File: src/rtl/led_frame_encoder.sv
// Serialises one data word onto the LED line as preamble, data (MSB first),
// optional even parity and stop, in NRZ or Manchester form.
module led_frame_encoder #(
   parameter int unsigned FRAME_SIZE    = 16,
   parameter int unsigned CLKS_PER_BIT  = 4,
   parameter int unsigned PREAMBLE_BITS = 4,
   parameter int unsigned PARITY_EN     = 1
) (
   input  logic                  clock,
   input  logic                  reset,
   input  logic [FRAME_SIZE-1:0] data,
   input  logic                  start,
   input  logic                  manchester,
   output logic                  led,
   output logic                  busy,
   output logic                  irq
);

   localparam int unsigned TOTAL = PREAMBLE_BITS + FRAME_SIZE + PARITY_EN + 1;
   localparam int unsigned BIT_W = $clog2(TOTAL + 1);
   localparam int unsigned CYC_W = (CLKS_PER_BIT > 1) ? $clog2(CLKS_PER_BIT) : 1;
   localparam int unsigned HALF  = CLKS_PER_BIT / 2;

   localparam logic [BIT_W-1:0] LAST_BIT = BIT_W'(TOTAL - 1);
   localparam logic [CYC_W-1:0] LAST_CYC = CYC_W'(CLKS_PER_BIT - 1);

   if (CLKS_PER_BIT % 2 != 0) begin : g_odd_bit_period
      $error("led_frame_encoder: Manchester needs an even CLKS_PER_BIT >= 2");
   end

   typedef enum logic [1:0] {IDLE, SEND, DONE} state_t;

   state_t                state, state_n;
   logic [CYC_W-1:0]      cyc_cnt, cyc_n;
   logic [BIT_W-1:0]      bit_cnt, bit_n;
   logic [FRAME_SIZE-1:0] word_q, word_n;
   logic                  man_q, man_n;
   logic                  led_n, busy_n, irq_n;

   // Line level for bit slot idx at cycle cyc within that bit period.
   function automatic logic line_level(input logic [BIT_W-1:0]      idx,
                                       input logic [CYC_W-1:0]      cyc,
                                       input logic [FRAME_SIZE-1:0] word,
                                       input logic                  man);
      logic                  value;
      logic [FRAME_SIZE-1:0] shifted;
      value   = 1'b0;
      shifted = word << (idx - BIT_W'(PREAMBLE_BITS));
      if (idx < BIT_W'(PREAMBLE_BITS))
         value = ~idx[0];
      else if (idx < BIT_W'(PREAMBLE_BITS + FRAME_SIZE))
         value = shifted[FRAME_SIZE-1];
      else
         value = ^word;
      if (man && (cyc < CYC_W'(HALF)))
         value = ~value;
      if (idx == LAST_BIT)
         value = 1'b0;
      return value;
   endfunction

   always_ff @(posedge clock) begin
      if (!reset) begin
         state   <= IDLE;
         cyc_cnt <= '0;
         bit_cnt <= '0;
         word_q  <= '0;
         man_q   <= 1'b0;
         led     <= 1'b0;
         busy    <= 1'b0;
         irq     <= 1'b0;
      end else begin
         state   <= state_n;
         cyc_cnt <= cyc_n;
         bit_cnt <= bit_n;
         word_q  <= word_n;
         man_q   <= man_n;
         led     <= led_n;
         busy    <= busy_n;
         irq     <= irq_n;
      end
   end

   // led is registered one slot ahead: each edge loads the level of the slot that edge begins.
   always_comb begin
      state_n = state;
      cyc_n   = cyc_cnt;
      bit_n   = bit_cnt;
      word_n  = word_q;
      man_n   = man_q;
      led_n   = led;
      busy_n  = busy;
      irq_n   = irq;
      case (state)
         IDLE: begin
            led_n  = 1'b0;
            busy_n = 1'b0;
            irq_n  = 1'b0;
            cyc_n  = '0;
            bit_n  = '0;
            if (start) begin
               word_n  = data;
               man_n   = manchester;
               busy_n  = 1'b1;
               state_n = SEND;
               led_n   = line_level('0, '0, data, manchester);
            end
         end
         SEND: begin
            if (cyc_cnt == LAST_CYC) begin
               cyc_n = '0;
               if (bit_cnt == LAST_BIT) begin
                  bit_n   = '0;
                  state_n = DONE;
                  led_n   = 1'b0;
                  busy_n  = 1'b0;
                  irq_n   = 1'b1;
               end else begin
                  bit_n = bit_cnt + BIT_W'(1);
                  led_n = line_level(bit_cnt + BIT_W'(1), '0, word_q, man_q);
               end
            end else begin
               cyc_n = cyc_cnt + CYC_W'(1);
               led_n = line_level(bit_cnt, cyc_cnt + CYC_W'(1), word_q, man_q);
            end
         end
         DONE: begin
            led_n  = 1'b0;
            busy_n = 1'b0;
            if (!start) begin
               irq_n   = 1'b0;
               state_n = IDLE;
            end
         end
         default: state_n = IDLE;
      endcase
   end

endmodule
File: config.mk
export PLATFORM = sky130hd
export DESIGN_NAME = led_frame_encoder
export DESIGN_NICKNAME = d
export VERILOG_FILES = /design/src/rtl/led_frame_encoder.sv
export SDC_FILE = /design/constraint.sdc
export NUM_CORES = 1
export LEC_CHECK = 0
export ABC_AREA = 1
export CORE_ASPECT_RATIO = 1.75
export CORE_MARGIN = 2
export CORE_UTILIZATION = 57
export CTS_BUF_LIST = sky130_fd_sc_hd__clkbuf_16
export CTS_CLUSTER_SIZE = 8
export DETAILED_ROUTE_END_ITERATION = 12
export PLACE_DENSITY_LB_ADDON = 0.12
export SLEW_MARGIN = 20
export SYNTH_ARGS = -nofsm -noshare
export SYNTH_HDL_FRONTEND = slang
export SYNTH_SLANG_ARGS = --single-unit
File: constraint.sdc
create_clock -name clock -period 5.5 [get_ports clock]
set_input_delay 1.375 -clock clock [delete_from_list [all_inputs] [get_ports clock]]
set_output_delay 1.375 -clock clock [all_outputs]
set_load 0.02 [all_outputs]
==> impl_results.md <==
* Outcome: finished clean
* Input/output buffers at 22
* Final Skew at 0.00423 ns
* # Post-CTS Setup Buffers at 0
* Grt ovf at 0
* Initial core utilization at 59.1%
* Netlist cell types at 22
* CTS buffer count at 5
* Placeable Area at 0.00363 mm^2
* Post-CTS Resized at 0
* Synth top area share at between 20% and 30%
* Ant. Diodes at 0
* Clock latency on the worst-skew pair at 0.27 ns
* Routed vias/inst at 5.29
* Die width at 50.4 um
* Peak VDD IR at 0.000409 V
* Sink Count at 29
* Setup TNS at 0 ns
* Post-DP HPWL at 3950 um
* Syn nets at 393
* Drt wl/cell at around 12 um
* Die Area at ~0.0043 mm^2
* CTS tree: done
* Initial antenna violation count at 0
* Fmax at 353 MHz
* Largest family of logic cells by synthesized area: simple AND/OR/NAND/NOR gates
* Worst-path maximum fanout at 34
* Hold Path Class: reg -> reg
* H-tree depth at 2
* Final Cycle Share at 51.5%
* Worst setup EP type: flop
* Synthesized area per cell at approximately 6 um^2
* Pre-CTS setup slack at 2.41 ns
* Synthesized instance count at 362
* Worst Tran Pin Value at 0.904 ns
* R2r worst-path depth at 18
* First-pass GRT wire length at 8800 um
* Yosys warnings at 0
* Adder-cell area share of the yosys netlist at 6.42%
* # hold bufs at CTS at 0
* Via count of the routed design at around 2300
* Final Hold Fails at 0
* Reg-to-reg startpoint: bit_cnt[1]
* Hold path cells at 2
* Leak at around 0.0012 uW
* CP Launch Type: input port
* Setup crit start: start
* Site Rows at 29
* Chip height at between 80 and 90 um
* Count of final setup violators at 0
* Area contributors post-synth: dfxtp_1 (27%), nand2_1 (25%), nand3_1 (8.4%), inv_1 (7.7%), ha_1 (6.4%)
* RSZ-0062 raised after global routing: false
* Pre-antenna DRT Iters at 4
* Most frequent cells in the layout: nand2_1 (142), inv_1 (45), nand3_1 (36)
* Filler cells at 352
* Mux cell area share after synthesis at 0%
* Pwr Density at 394 mW/mm^2
* Critical path class: in -> reg
* Drt initial violations at 61
* Slew Viols, Final at 0
* Yosys top cell by area: dfxtp_1
* Clock transition at path regs at 0.05 ns
* Post-route ant nets at 0
* Cell area after synthesis at 0.00214 mm^2
* Most common cell after layout, fill and taps aside: nand2_1
* Clock Path Buffers at 2
* Final Wtd Congestion at approximately 0.86
* CP Data Arrival Time at 2.96 ns
* Synth Area in Compound Gates at 13.1%
* Worst Slack Setup Final at 2.67 ns
* Fin nets at just over 400
* Routed wire length at 5350 um
* Layout cells sized above 1 at under 10%
* Relative slew slack at around two fifths
* DRC at 0
* Tot GR Track Use at 26.5%
* Register area share after synthesis at 27.1%
* Fin crit period at about 2.8 ns
* Post-synthesis simple-gate area fraction at between 30% and 40%
* Max-cap violations at 0
* Xor and xnor area share after synthesis at 3.68%
* CTS root buf: clkbuf_16
* Hold path start: irq
* Largest net degree at the start of global routing at 35
* Worst EP required at ~5.6 ns
* Area Overhead vs Synth at 16.9%
* Synthesized flop and latch total at 29
* Utilization after layout at ~69%
* Vias in the first global route at 2105
* Io pins at 23
[logic make-up (layout without fill, tap and decap cells)]
family,count (synthesis),after routing
AO/OA/AOI/OAI,54,54
flip-flops,29,29
buffers and inverters,57,78
adder cells (fa/ha/maj),11,11
AND/OR/NAND/NOR,202,202
XOR/XNOR,9,9
[worst paths after layout]
kind / to / slack, ns
setup / recovery: word_q[7] / 2.67
hold / removal: irq / 0.46
setup reg to reg: led / 2.95
hold reg to reg: irq / 0.46
[cell usage after synthesis, drive strengths merged]
library cell,count
ha,11
o31ai,1
xnor2,5
inv,47
dfxtp,29
nor2,16
a22oi,2
nor3,1
nand3,36
buf,5
clkbuf,5
nand2,143
o21ai,23
a21oi,28
xor2,4
nand4,6
[through the flow]
stage | power [uW] | cell area, um^2 | hold slack [ns] | std cells
final | 987 | 2510 | 0.463 | 429
after global routing | 1070 | 2510 | 0.482 | 429
after CTS | 989 | 2510 | 0.464 | 429
after detailed placement | 733 | 2370 | 0.454 | 421
after global placement | 718 | 2370 | 0.449 | 421
after floorplan | 623 | 2140 | 0.443 | 362
[metal layers]
layer | part of all wire, % | global-route usage [%] | wire [um] | vias up
li1 | - | - | - | 1186
met1 | 38 | 27.7 | 2010 | 1005
met2 | 55 | 50.1 | 2940 | 65
met3 | 4.8 | 3.87 | 256 | 13
met4 | 2.5 | 12.0 | 132 | 0
met5 | 0 | 0 | 0 | -
[critical path, cell delays in order]
cell	delay (ns)
clkdlybuf4s50_1	0.54
nand2_1	0.55
o21ai_0	0.42
a21oi_1	0.06
[layout make-up]
type / instances / area (um^2) / share of cell area, %
Tap cell: 46 / 57.6 / 2.30
Multi-Input combinational cell: 276 / 1330 / 52.9
Inverter: 47 / 176 / 7.04
Clock inverter: 3 / 13.8 / 0.549
Timing Repair Buffer: 23 / 228 / 9.08
Clock buffer: 5 / 125 / 4.99
Sequential cell: 29 / 581 / 23.2
[registers in the layout, indices dropped and copies added (netlist names)]
register / flops
word_q: 16
state: 2
man_q: 1
irq: 1
bit_cnt: 5
busy: 1
led: 1
cyc_cnt: 2
[power breakdown]
| group | internal, uW | switching, uW | total [uW] |
|---|---|---|---|
| combinational | 156 | 275 | 431 |
| clock | 164 | 90.8 | 254 |
| sequential | 259 | 42.7 | 302 |
| total | 579 | 409 | 987 |
Power figures use the tool's default switching activity.
==> variant (same settings) <==
`CLKS_PER_BIT`: 4 -> 8.
--- a/src/rtl/led_frame_encoder.sv
+++ b/src/rtl/led_frame_encoder.sv
@@ -3,5 +3,5 @@
 module led_frame_encoder #(
    parameter int unsigned FRAME_SIZE    = 16,
-   parameter int unsigned CLKS_PER_BIT  = 4,
+   parameter int unsigned CLKS_PER_BIT  = 8,
    parameter int unsigned PREAMBLE_BITS = 4,
    parameter int unsigned PARITY_EN     = 1
Formal check against the unedited RTL: not equivalent (a bounded check fails within 4 cycles, from zero or initial values and one cycle with reset low).
==> variant against the original RTL <==
  * Wire length down 9.1%
  * Cell count down 7.0%
  * Cell area down 2.0%
  * Register-to-register slack worse by 330 ps
  * Highest routed layer unchanged
  * Global-route usage down 1.6 points
  * Synthesized cell count down 7.7%
  * Die area down 1.9%
  * Synthesized area down 2.0%
  * Via count down 7.3%
  * Total power down 0.36%
  * Count of clock-buffer cells in the layout unchanged
  * Sequential cell count up 1
  * Setup slack worse by 50 ps
==> variant: results (changes against the original RTL) <==
| Metric | Value |
|---|---|
| Run status | `finished clean` |
| Fraction of area in multi-input gates | `0.5239 (-0.005014)` |
| Area share of xor/xnor cells in the synthesized design | `0.06726 (+0.03051)` |
| Signal arrival time at the worst endpoint | `3090 ps (+130 ps)` |
| End of the critical path | `led` |
| Crit. Startpoint | `bit_cnt[0]` |
| DP Wirelength | `3.717 mm (-6.0%)` |
| Post-Synth Adder-Cell Area | `0.07143 (+0.007251)` |
| Non-Clock Buffer Area Fraction | `0.08961 (-0.001206)` |
| Worst R2R Path Depth | `14 (-4)` |
| Total global-route track usage | `0.2495 (-0.01568)` |
| Worst-path maximum fanout | `25 (-26%)` |
| Fraction of the mapped netlist area in compound gates | `0.1643 (+0.03301)` |
| Max-Slew Margin vs Limit | `0.3986 (+0.002474)` |
| Number of global-route vias before repair | `1911 (-9.2%)` |
| Ratio of routed vias to standard cells | `5.271 (-0.35%)` |
| Number of sequential cells in the layout | `30 (+3.4%)` |
| Number of distinct library cells after synthesis | `25 (+14%)` |
| Most instantiated cells after synthesis | `sky130_fd_sc_hd__nand2_1, sky130_fd_sc_hd__inv_1, sky130_fd_sc_hd__a21oi_1, sky130_fd_sc_hd__nand3_1, sky130_fd_sc_hd__dfxtp_1` |
| Final net count | `384 (-7.0%)` |
| Non-clock buffer count | `22 (-4.3%)` |
| IR drop worst, VDD | `0.0002810 V (-31%)` |
| Clock buffer and inverter area fraction after layout | `0.05601 (+0.0006187)` |
| First-pass GRT wire length | `8.183 mm (-7.1%)` |
| Top flop regs | `word_q (16), bit_cnt (5), cyc_cnt (3)` |
| Fill cells | `341 (-3.1%)` |
| Fraction of layout instances using a drive strength above 1 | `0.02266 (-0.01389)` |
| R2R setup slack | `2620 ps (-330 ps)` |
| Leakage power figure | `1.135 nW (-6.9%)` |
| Ranking of synthesized cells by area | `sky130_fd_sc_hd__dfxtp_1, sky130_fd_sc_hd__nand2_1, sky130_fd_sc_hd__a21oi_1` |
| Worst path max stage delay | `860 ps (+310 ps)` |
| Non-CTS inverters | `41 (-13%)` |
| Total nets after synthesis | `366 (-6.9%)` |
| Cell at the root of the clock tree | `sky130_fd_sc_hd__clkbuf_16` |
| Number of violations reported at the end of detailed-routing iteration 0 | `43 (-30%)` |
| Placed cell areas | `2320 um^2 (-2.1%)` |
| Clock tree skew after final layout | `2.312 ps (-1.918 ps)` |
| Count of port buffers added during placement | `22 (unchanged)` |
| Placer's final routability congestion estimate | `0.7918 (-8.2%)` |
| Total wirelength of the detailed-routed design | `4.863 mm (-9.1%)` |
[variant: changes by cell type in the layout (fill, tap and decap cells not counted), moves of 3 or more]
| cell | before | now |
|---|---|---|
| sky130_fd_sc_hd__nand4_1 | 5 | 2 |
| sky130_fd_sc_hd__nand2_1 | 142 | 109 |
| sky130_fd_sc_hd__o21ai_1 | 0 | 3 |
| sky130_fd_sc_hd__xor2_1 | 4 | 7 |
| sky130_fd_sc_hd__nand3_1 | 36 | 32 |
| sky130_fd_sc_hd__inv_1 | 45 | 40 |
| sky130_fd_sc_hd__a21oi_1 | 27 | 32 |
[variant: stage by stage]
stage | worst slack (ps) | std cells
finish | 2619 | 399
global route | 2422 | 399
CTS | 2634 | 399
detailed placement | 2367 | 391
global placement | 2377 | 391
floorplan | 3473 | 334
[variant: where the power goes]
| group | total, mW | switching [mW] | leakage, nW | internal (mW) |
|---|---|---|---|---|
| Combinational | 0.415 | 0.260 | 0.816 | 0.155 |
| Clock | 0.256 | 0.0934 | 0.0724 | 0.163 |
| Sequential | 0.312 | 0.0463 | 0.247 | 0.266 |
| Total | 0.984 | 0.400 | 1.13 | 0.584 |
[variant: routing by layer]
metal | global-route usage | up-vias | wire length [um] | part of all wire
li1 | - | 1107 | - | -
met1 | 0.2497 | 944 | 1850 | 0.38
met2 | 0.4824 | 40 | 2710 | 0.56
met3 | 0.03381 | 12 | 128 | 0.026
met4 | 0.1187 | 0 | 173 | 0.036
met5 | 0 | - | 0 | 0
[variant: worst min-delay path by stage]
stage,depth (start not counted),end,slack [ps]
detailed placement,2,cyc_cnt[1],460
global placement,2,cyc_cnt[1],450
finish,2,cyc_cnt[1],470
CTS,2,cyc_cnt[1],470
global route,2,cyc_cnt[2],500
floorplan,1,cyc_cnt[0],430
